### src/rtl/bitty_pkg.sv
// Shared definitions for the operand bank: select codes, sizes, stage state.
// Select codes match the operand select mux encoding.
package bitty_pkg;

  localparam int DATA_W = 16;
  localparam int NREG   = 10;

  typedef logic [3:0] sel_t;

  localparam sel_t SEL_REG0 = 4'h0;
  localparam sel_t SEL_REG1 = 4'h1;
  localparam sel_t SEL_REG2 = 4'h2;
  localparam sel_t SEL_REG3 = 4'h3;
  localparam sel_t SEL_REG4 = 4'h4;
  localparam sel_t SEL_REG5 = 4'h5;
  localparam sel_t SEL_REG6 = 4'h6;
  localparam sel_t SEL_REG7 = 4'h7;
  localparam sel_t SEL_IMM  = 4'h8;
  localparam sel_t SEL_DEF  = 4'h9;

  typedef enum logic {
    ST_EMPTY,
    ST_FULL
  } st_t;

  // Codes above SEL_DEF address nothing.
  function automatic logic sel_ok(sel_t s);
    return s <= SEL_DEF;
  endfunction

endpackage

### src/rtl/reg_write_bank_if.sv
// Write-back request channel into reg_write_bank.
// master: wr_valid/wr_sel/wr_data/hold out, wr_ready in; slave: reverse.
interface reg_write_bank_if
  import bitty_pkg::*;
#(
  parameter int DATA_W = 16
) ();

  logic              wr_valid;
  logic              wr_ready;
  sel_t              wr_sel;
  logic [DATA_W-1:0] wr_data;
  logic              hold;

  modport master (
    output wr_valid,
    output wr_sel,
    output wr_data,
    output hold,
    input  wr_ready
  );

  modport slave (
    input  wr_valid,
    input  wr_sel,
    input  wr_data,
    input  hold,
    output wr_ready
  );

endinterface

### src/rtl/reg_write_bank.sv
// Operand register bank: one-entry write stage feeding reg0-7/imm/def_val.
// Ports: clk, reset (sync, high), wr (slave: wr_valid/wr_ready/wr_sel/
// wr_data/hold), reg0..reg7, immediate, def_val, wr_err, commit_cnt.
// REG_BANK_BYPASS_EN: forward the staged entry to its output while FULL.
module reg_write_bank
  import bitty_pkg::*;
#(
  parameter int                DATA_W      = 16,
  parameter int                CNT_W       = 8,
  parameter logic [DATA_W-1:0] DEF_VAL_RST = '0
) (
  input  logic              clk,
  input  logic              reset,
  reg_write_bank_if.slave   wr,
  output logic [DATA_W-1:0] reg0,
  output logic [DATA_W-1:0] reg1,
  output logic [DATA_W-1:0] reg2,
  output logic [DATA_W-1:0] reg3,
  output logic [DATA_W-1:0] reg4,
  output logic [DATA_W-1:0] reg5,
  output logic [DATA_W-1:0] reg6,
  output logic [DATA_W-1:0] reg7,
  output logic [DATA_W-1:0] immediate,
  output logic [DATA_W-1:0] def_val,
  output logic              wr_err,
  output logic [CNT_W-1:0]  commit_cnt
);

  st_t               st_q, st_d;
  sel_t              sel_q, sel_d;
  logic [DATA_W-1:0] data_q, data_d;
  logic [DATA_W-1:0] regs_q [NREG];
  logic [DATA_W-1:0] out_w  [NREG];
  logic [NREG-1:0]   we;
  logic              err_q, err_d;
  logic [CNT_W-1:0]  cnt_q, cnt_d;
  logic              fire;
  logic              commit;

  assign fire   = wr.wr_valid & wr.wr_ready;
  assign commit = (st_q == ST_FULL) & ~wr.hold;

  always_ff @(posedge clk) begin
    if (reset) begin
      st_q <= ST_EMPTY;
    end else begin
      st_q <= st_d;
    end
  end

  always_comb begin
    st_d = st_q;
    unique case (st_q)
      ST_EMPTY: if (fire) st_d = ST_FULL;
      ST_FULL:  if (!wr.hold && !fire) st_d = ST_EMPTY;
      default:  st_d = ST_EMPTY;
    endcase
  end

  // Ready is a function of state and hold only, never wr_valid.
  always_comb begin
    wr.wr_ready = (st_q == ST_EMPTY) | ~wr.hold;
  end

  always_comb begin
    sel_d  = sel_q;
    data_d = data_q;
    if (fire) begin
      sel_d  = wr.wr_sel;
      data_d = wr.wr_data;
    end
  end

  always_ff @(posedge clk) begin
    if (reset) begin
      sel_q  <= '0;
      data_q <= '0;
    end else begin
      sel_q  <= sel_d;
      data_q <= data_d;
    end
  end

  always_comb begin
    we = '0;
    for (int i = 0; i < NREG; i++) begin
      we[i] = commit & (sel_q == sel_t'(i));
    end
  end

  always_ff @(posedge clk) begin
    for (int i = 0; i < NREG; i++) begin
      if (reset) begin
        regs_q[i] <= (sel_t'(i) == SEL_DEF) ? DEF_VAL_RST : '0;
      end else if (we[i]) begin
        regs_q[i] <= data_q;
      end
    end
  end

  always_comb begin
    cnt_d = cnt_q;
    err_d = 1'b0;
    if (commit) begin
      if (sel_ok(sel_q)) begin
        cnt_d = cnt_q + 1'b1;
      end else begin
        err_d = 1'b1;
      end
    end
  end

  always_ff @(posedge clk) begin
    if (reset) begin
      cnt_q <= '0;
      err_q <= 1'b0;
    end else begin
      cnt_q <= cnt_d;
      err_q <= err_d;
    end
  end

  always_comb begin
    for (int i = 0; i < NREG; i++) begin
      out_w[i] = regs_q[i];
`ifdef REG_BANK_BYPASS_EN
      // Invalid codes match no slot, so they forward nothing.
      if (st_q == ST_FULL && sel_q == sel_t'(i)) begin
        out_w[i] = data_q;
      end
`endif
    end
  end

  assign reg0       = out_w[SEL_REG0];
  assign reg1       = out_w[SEL_REG1];
  assign reg2       = out_w[SEL_REG2];
  assign reg3       = out_w[SEL_REG3];
  assign reg4       = out_w[SEL_REG4];
  assign reg5       = out_w[SEL_REG5];
  assign reg6       = out_w[SEL_REG6];
  assign reg7       = out_w[SEL_REG7];
  assign immediate  = out_w[SEL_IMM];
  assign def_val    = out_w[SEL_DEF];
  assign wr_err     = err_q;
  assign commit_cnt = cnt_q;

endmodule

### src/flat_wrapper.sv
// flat-port wrapper written by rule: the top's interface ports become plain ports
module reg_write_bank_flat import bitty_pkg::*;
#(
  parameter int                DATA_W      = 16,
  parameter int                CNT_W       = 8,
  parameter logic [DATA_W-1:0] DEF_VAL_RST = '0
)
  (clk, reset, reg0, reg1, reg2, reg3, reg4, reg5, reg6, reg7, immediate, def_val, wr_err, commit_cnt, wr_wr_valid, wr_wr_sel, wr_wr_data, wr_hold, wr_wr_ready);
  reg_write_bank_if #(.DATA_W(DATA_W)) wr_i ();
  input  logic clk;
  input  logic reset;
  output logic [DATA_W-1:0] reg0;
  output logic [DATA_W-1:0] reg1;
  output logic [DATA_W-1:0] reg2;
  output logic [DATA_W-1:0] reg3;
  output logic [DATA_W-1:0] reg4;
  output logic [DATA_W-1:0] reg5;
  output logic [DATA_W-1:0] reg6;
  output logic [DATA_W-1:0] reg7;
  output logic [DATA_W-1:0] immediate;
  output logic [DATA_W-1:0] def_val;
  output logic wr_err;
  output logic [CNT_W-1:0] commit_cnt;
  input wire logic [$bits(wr_i.wr_valid)-1:0] wr_wr_valid;
  input wire logic [$bits(wr_i.wr_sel)-1:0] wr_wr_sel;
  input wire logic [$bits(wr_i.wr_data)-1:0] wr_wr_data;
  input wire logic [$bits(wr_i.hold)-1:0] wr_hold;
  output wire logic [$bits(wr_i.wr_ready)-1:0] wr_wr_ready;
  assign wr_i.wr_valid = wr_wr_valid;
  assign wr_i.wr_sel = wr_wr_sel;
  assign wr_i.wr_data = wr_wr_data;
  assign wr_i.hold = wr_hold;
  assign wr_wr_ready = wr_i.wr_ready;
  reg_write_bank #(.DATA_W(DATA_W), .CNT_W(CNT_W), .DEF_VAL_RST(DEF_VAL_RST)) u_core (.clk(clk), .reset(reset), .wr(wr_i), .reg0(reg0), .reg1(reg1), .reg2(reg2), .reg3(reg3), .reg4(reg4), .reg5(reg5), .reg6(reg6), .reg7(reg7), .immediate(immediate), .def_val(def_val), .wr_err(wr_err), .commit_cnt(commit_cnt));
endmodule
### config.mk
export PLATFORM = sky130hd
export DESIGN_NAME = reg_write_bank_flat
export DESIGN_NICKNAME = d
export VERILOG_FILES = /design/src/rtl/bitty_pkg.sv /design/src/rtl/reg_write_bank_if.sv /design/src/rtl/reg_write_bank.sv /design/src/flat_wrapper.sv
export SDC_FILE = /design/constraint.sdc
export NUM_CORES = 1
export LEC_CHECK = 0
export CAP_MARGIN = 20
export CORE_ASPECT_RATIO = 0.7
export CORE_MARGIN = 8
export CORE_UTILIZATION = 35
export DETAILED_ROUTE_END_ITERATION = 8
export GPL_TIMING_DRIVEN = 0
export HOLD_SLACK_MARGIN = 0.08
export MAX_ROUTING_LAYER = met4
export PLACE_DENSITY = 0.69
export REMOVE_ABC_BUFFERS = 1
export SYNTH_ARGS = -nofsm -noshare
export SYNTH_HDL_FRONTEND = slang
export SYNTH_SLANG_ARGS = --single-unit
### constraint.sdc
create_clock -name clk -period 2.3 [get_ports clk]
set_clock_uncertainty 0.15 [all_clocks]
set_input_delay 0.69 -clock clk [delete_from_list [all_inputs] [get_ports clk]]
set_output_delay 0.69 -clock clk [all_outputs]
set_load 0.02 [all_outputs]
# ---- Word-level counts from Yosys, hierarchy flattened
# Memory sizes are Yosys's and may differ from the RTL's.
# Cells that the tools add are included.
dict set report op_classes {
  n_addsub 1
  n_lt_le_gt_ge 1
  n_eq_ne 9
  n_mux 46
  n_bitwise 26
  n_reduce_logical 6
}
# cell count
set ops {}
lappend ops {{two-way mux 16 bit} 10}
lappend ops {{two-way mux 1 bit} 35}
lappend ops {{== test 4 x 3 -> 1 bit (second input constant)} 4}
lappend ops {{AND 1 bit} 12}
lappend ops {{OR 1 bit} 11}
lappend ops {{adder 8 x 1 -> 8 bit (second input constant)} 1}
lappend ops {{== test 4 x 2 -> 1 bit (second input constant)} 2}
lappend ops {{== test 4 bit (second input constant)} 2}
lappend ops {{== test 4 x 1 -> 1 bit (second input constant)} 1}
lappend ops {{<= comparator 4 bit (second input constant)} 1}
lappend ops {{logical NOT 4 bit} 1}
lappend ops {{NOT 1 bit} 3}
lappend ops {{logical NOT 1 bit} 2}
lappend ops {{one-hot mux 1 bit (2 select lines)} 1}
lappend ops {{AND reduction 2 bit} 1}
lappend ops {{OR reduction 2 bit} 1}
lappend ops {{logical AND 1 bit} 1}
dict set report word_totals {
  reg_bits 30
  ramBits 160
  in_bits 24
  out_inout_bits 170
  word_cells 95
  memories 1
}
# memory depth width read_ports rd_clocked_by_memory_dff write_ports line
set mem_list {}
lappend mem_list {u_core.regs_q 10 16 10 0 10 reg_write_bank.sv:32} ;# logic [DATA_W-1:0] regs_q [NREG];

# ---- Depth between registers and ports, before layout
# Gate-level depths: netlist of the first run.
dict set report depth {
  word_depth 7
  ltp_mapped 6
  depth_no_buf 4
}

# ---- Worst setup path after synthesis of the first run
# No wires, ideal clock.
dict set report synth_timing {
  kind {input to register}
  from {in wr_hold}
  to {mem u_core.regs_q[4][0] (netlist: u_core.regs_q[2][0]), enable pin}
  setup_ps 367
  arrival_time_ps 1715
  t_required_ps 1783
  slack_ps 68
  cell_stages 4
  n_path_buf 2
  cell_sequence {buf_2 -> and4bb_2 -> buf_2 -> a21o_1}
}
# element line
set synth_lines {}
lappend synth_lines {{start, declared} flat_wrapper.sv:27} ;# input wire logic [$bits(wr_i.hold)-1:0] wr_hold;
lappend synth_lines {{end, declared} reg_write_bank.sv:32}

==> results of run 1 <==
## synth_stat cells
master	number	area share
edfxtp_1	160	0.67
nor2_1	131	0.069
nand2_1	74	0.039
and2_1	32	0.028
dfxtp_1	30	0.084
a21oi_1	28	0.020
buf_2	15	0.011
clkbuf_1	11	0.0058
a21o_1	8	0.0084
buf_1	4	0.0021
buf_6	4	0.0063
o31ai_1	4	0.0042
or4_1	4	0.0042
o21ai_0	3	0.0021
or3_1	3	0.0026
a31o_2	2	0.0025
nand3_1	2	0.0014
nand3b_1	2	0.0021
nor2_8	2	0.0056
nor2b_1	2	0.0018
nor3b_1	2	0.0021
or3b_1	2	0.0025
a21bo_2	1	0.0014
a21boi_0	1	0.0011
and2b_1	1	0.0011
and4bb_2	1	0.0018
ha_1	1	0.0018
mux2_2	1	0.0016
nand2b_1	1	0.00088
nand2b_4	1	0.0019
nand4_1	1	0.00088
nand4b_1	1	0.0012
nand4bb_2	1	0.0023
nor4b_1	1	0.0012
nor4b_2	1	0.0021
o21a_4	1	0.0021
## cell type report
class | count | area [sq um]
multi-input cells | 315 | 1590
well taps | 270 | 338
clock buffers | 19 | 433
flip-flops and latches | 190 | 5410
fillers | 1745 | 9950
repair buffers | 198 | 2020
clock inverters | 13 | 160
## cell usage in the layout, fill, tap and decap left out, types with 6 or more instances in the layout
master | netlist | final
edfxtp_1 | 160 | 160
a21oi_1 | 28 | 28
and2_1 | 32 | 32
clkbuf_16 | 0 | 17
clkdlybuf4s50_1 | 0 | 177
a21o_2 | 0 | 7
nor2_1 | 131 | 131
dlygate4sd2_1 | 0 | 6
nand2_1 | 74 | 74
dfxtp_1 | 30 | 29
dlymetal6s2s_1 | 0 | 8
## worst reg2reg max path, stage by stage, from the launching register on
cell	delay, ps
dfxtp_2	480
nor4b_4	550
a21o_2	550
## stage by stage
| stage | power [uW] | setup slack, ps | instance area [sq um] | util |
|---|---|---|---|---|
| after detailed placement | 4650 | -1050 | 9310 | 0.467 |
| after global routing | 7810 | 0.118 | 9950 | 0.500 |
| after global placement | 4630 | -2060 | 9220 | 0.463 |
| final | 7570 | 40.9 | 9950 | 0.500 |
| after floorplan | 4240 | -342 | 6950 | - |
| after CTS | 7630 | 10.3 | 9910 | 0.498 |
## power by group
| group | switching, uW | leakage [uW] | internal (uW) | total (uW) |
|---|---|---|---|---|
| logic | 370 | 0.00138 | 252 | 622 |
| clock network | 1280 | 0.000292 | 1720 | 3000 |
| registers | 99.0 | 0.00191 | 3840 | 3940 |
## state kept, by name, summed over array words and instances, names as in the netlist
signal,cells
u_core.st_q,1
u_core.sel_q,4
u_core.data_q,16
u_core.commit_cnt,8
u_core.wr_err,1
u_core.regs_q,160
## layer usage
metal / global-route usage / up-vias
li1: - / 2227
met1: 0.208 / 2365
met4: 0.0330 / 0
met5: - / -
met2: 0.260 / 219
met3: 0.0818 / 12
## path summary, 6_finish.rpt
| path | start | endpoint | slack, ps |
|---|---|---|---|
| max | u_core.regs_q[3][5] | reg6[5] | 40 |
| min | u_core.commit_cnt[5] | u_core.commit_cnt[5] | 350 |
| max reg2reg | u_core.st_q | u_core.regs_q[0][1] | 190 |
| min reg2reg | u_core.commit_cnt[5] | u_core.commit_cnt[5] | 350 |
## kinds of logic after synthesis
group                      count (synthesis)  synth area share
muxes                                      1           0.00158
adders and majority gates                  1           0.00176
AOI/OAI and AO/OA                         48            0.0414
DFF                                      190             0.759
buffers and inverters                     34            0.0248
and+or+nand+nor                          265             0.172
==> impl_metrics.yaml, run 1 <==
route:
  wl_met3_mm: 2.33
  avgViaCountPerCell: 4.80
  routed.top_layer: "met4"
  met2_length_mm: 9.51
  drtAntennaViolNets: 0
  detailroute.via_count: 4823
  drt_wl_total_mm: 21.1
  routedWlPerCell_microns: 21.0
  drt_iter0_drc: 339
  drt-met1-wl_mm: 9.16
  firstDrtPassIters: 5
  drc: 0
cells_and_area:
  final_nets: 747
  diodes: 0
  syn2layout_area_growth_pct: 39.7
  instances_no_fill: 1005
  drive_gt1_frac: 0.0776
sta:
  slew_viol_final: 0
  tightest_slew_ps: 628
  fmax_mhz: 443
  whs_ps: 353
  rsz0062_at_grt: "no"
  maxSlewHeadroom: 0.581
  finalSetupViolCount: 0
  min_period_ps: 2260
  fin_tns_setup_ps: 0
  finalHoldViolCount: 0
  period_share: 0.982
power_and_ir_drop:
  powerDensity_nw_per_um2: 760
  ir_drop_mv: 0.442
  power.leakage_uw: 0.00359
cts:
  cts_buffers: 17
  cts_tree: "built"
  path_clk_slew_ps: 70
  clock-sinks: 190
  cts.repair_timing.setup_buffer_count: 0
  cts_root_buf: "clkbuf_16"
  clockBufferDepth: 2
  clk_latency_ps: 420
  htreeDepth: 4
  cts_resized: 18
  cts_hold_buffers: 0
setup_path:
  cp_top_family: "buffers and inverters"
  arrival_ps: 1420
  path_buf_inv: 1
  max_stage_delay_ps: 680
  reg2reg_depth: 2
  crit_path_cell_trace: "clkdlybuf4s50_1"
  path_depth: 1
  start_kind: "flip-flop"
  slowest_stage: "clkdlybuf4s50_1"
  critPathKind: "reg2out"
  required_ps: 1460
  crit_fanout: 1
  end_kind: "output pin"
synth:
  synthDistinctLibCells: 36
  synth_area_sq_um: 7120
  synth_warnings: 0
  seq_area_frac_synth: 0.759
  syn_area_per_cell_sq_um: 13.2
  synthCells: 539
  ys_ff_latch: 190
placed_design:
  dp_hpwl_mm: 14.6
  dpl.cell_count: 973
  gp_congestion: 0.763
  io_buffers: 193
grt:
  grt_max_degree: 46
  grt_pass1_vias: 4938
  overflow: 0
  track_usage: 0.171
  antenna_found_initial: 0
  grt_pass1_wl_mm: 31.2
floorplanning:
  io_pins: 194
  rows: 43
  fp.coreArea_sq_um: 19900
  die_x_microns: 187
  die_h_microns: 135
  die_area_sq_um: 25200
  start_util: 0.358
outcome:
  status: "completed"
min_path:
  min_path_type: "reg2reg"
  hold_depth: 2
run:
  drv_cap: 0
No activity file was read; power rests on OpenSTA's default activity.
==> run 2, diff against run 1 <==
--- a/config.mk
+++ b/config.mk
@@ -8,12 +8,12 @@
 export CAP_MARGIN = 20
 export CORE_ASPECT_RATIO = 0.7
 export CORE_MARGIN = 8
-export CORE_UTILIZATION = 35
+export CORE_UTILIZATION = 28
 export DETAILED_ROUTE_END_ITERATION = 8
 export GPL_TIMING_DRIVEN = 0
 export HOLD_SLACK_MARGIN = 0.08
 export MAX_ROUTING_LAYER = met4
-export PLACE_DENSITY = 0.69
+export PLACE_DENSITY = 0.58
 export REMOVE_ABC_BUFFERS = 1
 export SYNTH_ARGS = -nofsm -noshare
 export SYNTH_HDL_FRONTEND = slang
==> run 2 against run 1 <==
Global-route usage shrank 2.0 points. Clock power shrank 5%. First-iteration DRC count shrank 15%. Non-clock buffer count shrank 1. Register-to-register slack gained 30 ps. Die area grew 22%. Count of clock-buffer cells in the layout shrank 2. Wire length grew 7.0%. Sequential share of layout area shrank 0.48 points. Via count shrank 0.93%. Fmax grew 0.23%.
==> impl_metrics.yaml, run 2 (synthesis gave the netlist of run 1 again) <==
outcome:
  status: "completed"
cts:
  clock-sinks: 190
  clk_latency_ps: 430
  cts_root_buf: "clkbuf_16"
  path_clk_slew_ps: 80
  clockBufferDepth: 2
  cts.repair_timing.setup_buffer_count: 0
  cts_buffers: 17
  cts_hold_buffers: 0
  htreeDepth: 4
  cts_tree: "built"
cells_and_area:
  final_util: 0.397
  largest_register: "u_core.regs_q"
  layout_commonest_cell: "edfxtp_1"
  largest_reg_flops: 160
  design_area_sq_um: 10000
  mostFrequentLayoutCells: "edfxtp_1 (160), clkdlybuf4s50_1 (145), nor2_1 (131), nand2_1 (74), dlymetal6s2s_1 (34)"
  final_nets: 746
  diodes: 0
  drive_gt1_frac: 0.0845
  syn2layout_area_growth_pct: 41.0
run:
  drv_cap: 0
setup_path:
  slowest_stage: "dlygate4sd2_1"
  path_depth: 3
  critPathLaunch: "wr_hold"
  max_stage_delay_ps: 330
  reg2reg_depth: 3
  crit_fanout: 10
  path_buf_inv: 2
  ff2ff_setup_slack_ps: 220
  critPathKind: "in2out"
  arrival_ps: 1410
  required_ps: 1460
  reg2reg_from: "u_core.st_q"
  crit_path_cell_trace: "clkdlybuf4s15_2, nand2_1, dlygate4sd2_1"
  endpoint: "wr_wr_ready"
  reg2reg_to: "u_core.regs_q[1][25]"
  end_kind: "output pin"
  cp_top_family: "buffers and inverters"
  start_kind: "primary input"
floorplanning:
  die_h_microns: 149
  io_pins: 194
  die_x_microns: 207
  rows: 49
  die_area_sq_um: 30900
  start_util: 0.281
  fp.coreArea_sq_um: 25300
power_and_ir_drop:
  powerDensity_nw_per_um2: 738
  power.leakage_uw: 0.00389
  ir_drop_mv: 0.465
grt:
  track_usage: 0.151
  grt_use_met2: 0.228
  grt_pass1_vias: 4750
  overflow: 0
  grt_max_degree: 46
  antenna_found_initial: 0
  grt_use_met1: 0.191
  grt-busiest-layer: "met2"
  grt_pass1_wl_mm: 32.4
  grt_util_met3: 0.0562
sta:
  min_period_ps: 2250
  whs_ps: 346
  fmax_mhz: 444
  slew_viol_final: 0
  finalSetupViolCount: 0
  finalHoldViolCount: 0
  rsz0062_at_grt: "no"
  tightest_slew_ps: 944
  setup_slack_ps: 46.1
  period_share: 0.980
  maxSlewHeadroom: 0.371
  fin_tns_setup_ps: 0
route:
  detailroute.via_count: 4778
  drtAntennaViolNets: 0
  routedWlPerCell_microns: 21.2
  avgViaCountPerCell: 4.49
  drc: 0
  drt_wl_total_mm: 22.6
  drt_iter0_drc: 288
  firstDrtPassIters: 6
placed_design:
  pre_cts_ws_ps: -1110
  dp_hpwl_mm: 15.4
  gp_congestion: 0.720
  io_buffers: 193
  dpl_cell_area_sq_um: 9380
min_path:
  min_path_type: "reg2reg"
  min_from: "u_core.commit_cnt[6]"
run 2: worst min path at each step:
stage	to	cells after the start	slack [ps]
6_report	u_core.commit_cnt[6]	2	350
5_1_grt	u_core.commit_cnt[5]	2	400
3_5_place_dp	u_core.commit_cnt[6]	2	330
4_1_cts	u_core.commit_cnt[6]	2	340
2_1_floorplan	u_core.data_q[0]	2	310
3_3_place_gp	u_core.commit_cnt[6]	2	320
run 2: routing by layer:
metal	share of wire	wire [microns]
met1	0.45	10100
met2	0.45	10300
met3	0.089	2020
met4	0.0087	197
met5	0	0
run 2: final cells by class:
class / instances / area (sq um)
Clock buffer: 17 / 425
Clock inverter: 15 / 124
Fill cell: 2422 / 15300
Multi-Input combinational cell: 315 / 1600
Sequential cell: 190 / 5410
Tap cell: 331 / 414
Timing Repair Buffer: 197 / 2070
run 2: report_power, final:
| group | leakage, uW | internal, uW | total (uW) | switching (uW) |
|---|---|---|---|---|
| sequential | 0.00191 | 3840 | 3940 | 98.4 |
| combinational | 0.00172 | 246 | 626 | 379 |
| clock | 0.000263 | 1420 | 2840 | 1420 |
run 2: stage by stage:
step / total power [uW] / std cells
final: 7410 / 1065
after global routing: 7660 / 1065
after CTS: 7500 / 1065
after detailed placement: 4660 / 1033
after global placement: 4650 / 1029
after floorplan: 4240 / 505
run 2: what timing repair did:
action,4_1_cts,5_1_grt
setup endpoints to repair,214,105
resized for setup,27,37
gates cloned,0,0
run 2: worst reg2reg max path, delay by kind of cell, from the launching register on:
kind / cells / cell delay (ps)
flip-flops: 1 / 480
AO/OA/AOI/OAI: 1 / 360
AND/OR/NAND/NOR: 1 / 510
buffers and inverters: 1 / 230
==> run 3, diff against run 2 <==
--- a/config.mk
+++ b/config.mk
@@ -8,12 +8,12 @@
 export CAP_MARGIN = 20
 export CORE_ASPECT_RATIO = 0.7
 export CORE_MARGIN = 8
-export CORE_UTILIZATION = 28
+export CORE_UTILIZATION = 43
 export DETAILED_ROUTE_END_ITERATION = 8
 export GPL_TIMING_DRIVEN = 0
 export HOLD_SLACK_MARGIN = 0.08
 export MAX_ROUTING_LAYER = met4
-export PLACE_DENSITY = 0.58
+export PLACE_DENSITY = 0.8
 export REMOVE_ABC_BUFFERS = 1
 export SYNTH_ARGS = -nofsm -noshare
 export SYNTH_HDL_FRONTEND = slang
==> run 3 against run 2 <==
Wire length decreased by 7.9%. Fmax barely moved. Design area shrank 1.6%. Clock power increased by 5%. Hold slack better by 14 ps. Total power grew 1.8%. Register-to-register slack got worse by 20 ps. First-iteration DRC count increased by 56%. Sequential power barely moved. Final cell count decreased by 9.9%. Flip-flop and latch count unchanged. Critical path type unchanged. Highest routed layer unchanged.
==> impl_metrics.yaml, run 3 (synthesis gave the netlist of run 1 again) <==
outcome:
  status: "completed"
sta:
  maxSlewHeadroom: 0.466
  finalHoldViolCount: 0
  fmax_mhz: 443
  min_period_ps: 2260
  rsz0062_at_grt: "no"
  tightest_slew_ps: 801
  slew_viol_final: 0
  finalSetupViolCount: 0
  period_share: 0.981
  whs_ps: 360
  setup_slack_ps: 44.2
floorplanning:
  die_x_microns: 170
  fp.coreArea_sq_um: 16200
  die_h_microns: 124
  start_util: 0.438
  io_pins: 194
  die_area_sq_um: 21000
  rows: 39
cts:
  clock-sinks: 190
  htreeDepth: 4
  cts_root_buf: "clkbuf_16"
  cts_buffers: 17
  path_clk_slew_ps: 70
  clockBufferDepth: 2
  cts_tree: "built"
  clk_latency_ps: 420
setup_path:
  start_kind: "primary input"
  reg2reg_depth: 2
  critPathKind: "in2out"
  required_ps: 1460
  crit_fanout: 10
  end_kind: "output pin"
  arrival_ps: 1420
power_and_ir_drop:
  ir_drop_mv: 0.547
  powerDensity_nw_per_um2: 763
  power.leakage_uw: 0.00349
  total_power_uw: 7540
grt:
  grt_pass1_wl_mm: 30.2
  antenna_found_initial: 1
  grt_pass1_vias: 5060
  track_usage: 0.203
  overflow: 0
  grt_max_degree: 34
route:
  avgViaCountPerCell: 5.13
  routedWlPerCell_microns: 21.7
  drt_wl_total_mm: 20.8
  drt_iter0_drc: 450
  drtAntennaViolNets: 0
  firstDrtPassIters: 5
  detailroute.via_count: 4928
  drc: 0
placed_design:
  io_buffers: 193
  dpl.cell_count: 928
  dp_hpwl_mm: 14.5
  dpl_cell_area_sq_um: 9250
  pre_cts_ws_ps: -1210
  gp_congestion: 0.797
cells_and_area:
  diodes: 0
  instances_no_fill: 960
  largest_register: "u_core.regs_q"
  final_nets: 748
  syn2layout_area_growth_pct: 38.7
  design_area_sq_um: 9880
  layout_commonest_cell: "clkdlybuf4s50_1"
  drive_gt1_frac: 0.0776
  largest_reg_flops: 160
  mostFrequentLayoutCells: "clkdlybuf4s50_1 (184), edfxtp_1 (160), nor2_1 (131), nand2_1 (74), and2_1 (32)"
min_path:
  min_path_type: "reg2reg"
  hold_depth: 2
run:
  drv_cap: 0
## run 3: worst paths after layout
| kind | startpoint | endpoint | slack (ps) |
|---|---|---|---|
| setup / recovery | wr_hold | wr_wr_ready | 40 |
| hold / removal | u_core.commit_cnt[5] | u_core.commit_cnt[5] | 360 |
| setup reg to reg | u_core.sel_q[1] | u_core.regs_q[1][3] | 200 |
| hold reg to reg | u_core.commit_cnt[5] | u_core.commit_cnt[5] | 360 |
## run 3: worst max-delay path, stage by stage
cell             delay [ps]
clkdlybuf4s15_2         320
nand2_1                  70
dlygate4sd2_1           330
## run 3: area by class of cell
class                           instances  area, sq um
Fill cell                            1229         6370
Sequential cell                       190         5410
Timing Repair Buffer                  199         2020
Multi-Input combinational cell        315         1580
Clock buffer                           19          433
Tap cell                              225          282
Clock inverter                         12          159
## run 3: stage by stage
step                TNS [ps]  utilization
finish                     0        0.608
global route               0        0.608
global placement     -505020        0.564
detailed placement   -295130        0.569
floorplan             -20520            -
CTS                        0        0.608
## run 3: power breakdown
group	switching [uW]	internal, uW	total (uW)
Clock	1260	1720	2980
Combinational	365	253	617
Sequential	100	3840	3940
## run 3: what timing repair did
| item | 4_1_cts | 5_1_grt |
|---|---|---|
| hold buffers | 0 | 0 |
| gates resized for setup | 21 | 7 |
| pin swaps | 0 | 0 |
| setup buffers | 1 | 0 |
| setup endpoints to repair | 326 | 72 |
## run 3: layer usage
layer,up-vias,wire length [microns],global-route usage,share of wire
met1,2414,8200,0.245,0.39
li1,2234,-,-,-
met5,-,0,-,0
met3,16,2730,0.0788,0.13
met4,0,199,0.0529,0.0096
met2,264,9700,0.318,0.47
